## config.mk

```make
export PLATFORM = sky130hd
export DESIGN_NAME = stream_fanout_fork
export DESIGN_NICKNAME = d
export VERILOG_FILES = /design/src/rtl/stream_fanout_pkg.sv /design/src/rtl/stream_fanout_sat_cnt.sv /design/src/rtl/stream_fanout_fork.sv
export SDC_FILE = /design/constraint.sdc
export NUM_CORES = 1
export LEC_CHECK = 0
export BUFFER_PORTS_ARGS = -buffer_cell sky130_fd_sc_hd__buf_2
export CAP_MARGIN = 20
export CORE_AREA = 3 3 40 42
export DETAILED_ROUTE_END_ITERATION = 7
export DIE_AREA = 0 0 43 45
export SLEW_MARGIN = 20
export SYNTH_ARGS = -nofsm -noshare
export SYNTH_HDL_FRONTEND = slang
export SYNTH_SLANG_ARGS = --single-unit
```

## constraint.sdc

```tcl
create_clock -name clock -period 1.2 [get_ports clock]
set_input_delay 0.06 -clock clock [delete_from_list [all_inputs] [get_ports clock]]
set_output_delay 0.06 -clock clock [all_outputs]
set_load 0.02 [all_outputs]
```

## src/rtl/stream_fanout_pkg.sv

```systemverilog
// Shared defaults and types for the stream_fanout_fork slice.
package stream_fanout_pkg;

  localparam int unsigned N_CH_DEF  = 2;
  localparam int unsigned WIDTH_DEF = 1;
  localparam int unsigned CNT_W_DEF = 16;

  typedef logic [N_CH_DEF-1:0] chan_mask_t;

endpackage : stream_fanout_pkg

```

## src/rtl/stream_fanout_sat_cnt.sv

```systemverilog
// Saturating up-counter with synchronous clear; clear wins over increment.
module stream_fanout_sat_cnt
  import stream_fanout_pkg::*;
#(
  parameter int unsigned W = CNT_W_DEF
) (
  input  logic         clk_i,
  input  logic         rst_ni,
  input  logic         clr_i,
  input  logic         inc_i,
  output logic [W-1:0] cnt_o
);

  logic [W-1:0] cnt_q, cnt_d;

  always_comb begin
    cnt_d = cnt_q;
    if (clr_i) begin
      cnt_d = '0;
    end else if (inc_i && (cnt_q != '1)) begin
      cnt_d = cnt_q + 1'b1;
    end
  end

  always_ff @(posedge clk_i or negedge rst_ni) begin
    if (!rst_ni) begin
      cnt_q <= '0;
    end else begin
      cnt_q <= cnt_d;
    end
  end

  assign cnt_o = cnt_q;

endmodule : stream_fanout_sat_cnt

```

## src/rtl/stream_fanout_fork.sv

```systemverilog
// One-entry broadcast fork: a valid/ready stream fanned out to N_CH channels.
// Optional stall counter ports/logic under STREAM_FANOUT_STALL_CNT_EN.
module stream_fanout_fork
  import stream_fanout_pkg::*;
#(
  parameter int unsigned N_CH  = N_CH_DEF,
  parameter int unsigned WIDTH = WIDTH_DEF,
  parameter int unsigned CNT_W = CNT_W_DEF
) (
  input  logic                  clock,
  input  logic                  reset_n,
  input  logic                  in_valid,
  output logic                  in_ready,
  input  logic [WIDTH-1:0]      in_data,
  input  logic [N_CH-1:0]       chan_en,
  output logic [N_CH-1:0]       out_valid,
  input  logic [N_CH-1:0]       out_ready,
  output logic [N_CH*WIDTH-1:0] out_data
`ifdef STREAM_FANOUT_STALL_CNT_EN
  ,
  output logic [CNT_W-1:0]      stall_cnt,
  input  logic                  stall_clr
`endif
);

  logic [N_CH-1:0]  pend_q, pend_d;
  logic [WIDTH-1:0] buf_q, buf_d;
  logic [N_CH-1:0]  take;
  logic [N_CH-1:0]  remaining;
  logic             accept;

  // Ready also when every outstanding delivery completes this cycle,
  // so a final take and a new accept can share a cycle without a bubble.
  always_comb begin
    take      = pend_q & out_ready;
    remaining = pend_q & ~take;
    in_ready  = (remaining == '0);
    accept    = in_valid & in_ready;
    pend_d    = remaining;
    buf_d     = buf_q;
    if (accept) begin
      pend_d = chan_en;
      buf_d  = in_data;
    end
  end

  always_ff @(posedge clock or negedge reset_n) begin
    if (!reset_n) begin
      pend_q <= '0;
      buf_q  <= '0;
    end else begin
      pend_q <= pend_d;
      buf_q  <= buf_d;
    end
  end

  assign out_valid = pend_q;
  assign out_data  = {N_CH{buf_q}};

`ifdef STREAM_FANOUT_STALL_CNT_EN
  stream_fanout_sat_cnt #(
    .W (CNT_W)
  ) u_stall_cnt (
    .clk_i  (clock),
    .rst_ni (reset_n),
    .clr_i  (stall_clr),
    .inc_i  (in_valid & ~in_ready),
    .cnt_o  (stall_cnt)
  );
`endif

endmodule : stream_fanout_fork

```

==> impl_metrics.yaml <==
worst_setup_path:
  reg2reg_to: "buf_q"
  crit_path_top_delay_cell: "dfrtp_1"
  cp_data_required_time_ns: 1.14
  critical_path_buf_inv_count: 1
  cpPeakStageDelay_ns: 0.38
  r2r-start: "out_valid[0]"
  crit_family: "flip-flops"
  worstSetupPathType: "flip-flop to output port"
  r2r_cells: 3
  cp-start-kind: "flip-flop"
  path_max_fanout: 3
  reg2reg_slack_ns: 0.21
  endpoint_kind: "output port"
  crit_chain: "nand2b_4 -> and2_2 -> buf_2"
  arrival_ns: 1.04
global_routing:
  antenna_found_initial: 0
  grt_pass1_vias: 173
  grt_pass1_wl_um: 703
  grt_max_degree: 4
  grt_usage_pct: 6.09
  grt_overflow: 0
clocking:
  clkLatencyLatePin_ns: 0.23
  clkTransAtPathRegs_ns: 0.04
  cts.sinks: 3
  ctsResizeCount: 0
  cts_made_buffers: 3
  htree_levels: 1
  cts_tree: "yes"
  cts_buffer_depth: 2
  cts-root-buf: "clkbuf_4"
sta:
  rsz0062_at_grt: "no"
  final_hold_viol_count: 0
  fin_crit_sh_pct: 91.5
  finalSetupViolations: 0
  worst_clock_skew_ns: 0.00157
  tightest_slew_ns: 0.147
  period_minus_slack_ns: 1.10
  fmax_mhz: 911
  slew_headroom_pct: 90.1
  tns_ns: 0
  maxSlewViolCount: 0
finish:
  antennaDiodeCount: 0
  fin_area_um2: 275
  drive_gt1_share_pct: 69.0
  final_cells: 44
  syn_to_final_growth_pct: 57.1
  nNetsFinal: 38
flow_run:
  maxCapViolCount: 0
placement:
  dpl_cell_area_um2: 239
  place_congestion: 0.721
  dp.cells: 39
  portBuffers: 12
hold_path:
  hold_path.class: "primary input to flip-flop"
  min_from: "chan_en[1]"
  hold_path_end: "out_valid[1]"
  hold_depth: 3
logic_synthesis:
  ys_seq_elements: 3
  synth_area_um2: 175
  synthCells: 14
  yosys_warnings: 0
  syn_avg_cell_area_um2: 12.5
  synth.distinct_cells: 9
  syn_nets: 22
  synth.yosys.seq_area_share_pct: 42.9
die:
  fp-row-count: 13
  core-area_um2: 1280
  pin_count: 13
  die_h_um: 45
  start_util_pct: 13.6
  die_w_um: 43
  dieArea_um2: 1940
power:
  peakVddDrop_mv: 0.198
  power_leakage_nw: 0.150
  powerDensity_nw_per_um2: 1510
routing:
  highest_layer: "met4"
  met1_length_um: 205
  avgRoutedWirePerCell_um: 8.93
  wirelength_um: 393
  firstDrtPassIters: 2
  vias_per_cell: 3.20
  first_iter_violations: 3
  vias: 141
  ant_nets: 0
  drc: 0
  wl_met2_um: 98
  wl_met3_um: 73
run_status:
  status: "finished clean"
[power breakdown]
part           internal (W)  switching [W]
sequential         0.000116      0.0000133
clock              0.000125      0.0000507
combinational     0.0000515      0.0000606
[stage by stage]
step	total power, W	hold WS, ns	setup slack, ns	utilization, %
after floorplan	0.000216	-0.236	0.136	-
after global placement	0.000241	-0.143	0.215	18.6
after detailed placement	0.000242	-0.143	0.212	18.6
after CTS	0.000429	0.0554	0.0850	21.4
after global routing	0.000443	0.0732	0.0571	21.4
final	0.000417	0.0609	0.103	21.4
[cells in the mapped netlist, drive strengths merged]
cell / count / area share (%)
mux2: 1 / 8.6
buf: 2 / 8.6
nand3: 1 / 10
and2: 1 / 4.3
nand2b: 2 / 16
dfrtp: 3 / 43
o21ai: 2 / 5.7
inv: 2 / 4.3
[cell type report]
type / count / area [um2]
clock buffers: 4 / 26.3
fillers: 146 / 1010
well taps: 15 / 18.8
multi-input cells: 7 / 77.6
inverters: 2 / 7.51
flip-flops and latches: 3 / 75.1
repair buffers: 13 / 70.1
[repair_timing]
| item | in CTS | in global routing |
|---|---|---|
| endpoints found under the setup margin | 0 | 0 |
| hold endpoints to repair | 3 | 0 |
| hold buffers | 1 | 0 |
| setup buffers | 0 | 0 |
[layer usage]
metal	up-vias	global-route usage, %
li1	74	-
met2	15	5.99
met5	-	0
met1	50	7.04
met3	2	3.59
met4	0	9.04
[worst register-to-register path, stage by stage, from the launching register on]
cell and delay, ns:
dfrtp_1 0.40, nand2b_4 0.10, nand3_4 0.08, mux2_4 0.29
[layout by cell type, fill, tap and decap left out]
| cell | instances |
|---|---|
| o21ai_1 | 1 |
| o21ai_0 | 1 |
| buf_2 | 12 |
| nand3_4 | 1 |
| mux2_4 | 1 |
| clkbuf_1 | 1 |
| nand2b_4 | 2 |
| dfrtp_1 | 3 |
| inv_1 | 2 |
| clkbuf_4 | 3 |
| dlygate4sd3_1 | 1 |
| and2_2 | 1 |
[worst max-delay path by stage]
| stage | start | to | slack, ns | depth (start not counted) |
|---|---|---|---|---|
| after floorplan | out_valid[0] | buf_q | 0.14 | 3 |
| after global placement | out_valid[1] | buf_q | 0.22 | 3 |
| after detailed placement | out_valid[0] | buf_q | 0.21 | 3 |
| after CTS | out_valid[0] | in_ready | 0.08 | 3 |
| after global routing | out_valid[1] | in_ready | 0.06 | 3 |
| final | out_valid[0] | in_ready | 0.10 | 3 |
[sequential cells by signal (all words and copies together) (netlist names)]
signal     cells
buf_q          1
out_valid      2
[cell families after synthesis]
logic type	after synthesis	synth area share [%]
and+or+nand+nor	4	30.0
buffers and inverters	4	12.9
DFF	3	42.9
AOI/OAI and AO/OA	2	5.71
muxes	1	8.57
No activity file was read; power rests on OpenSTA's default activity.
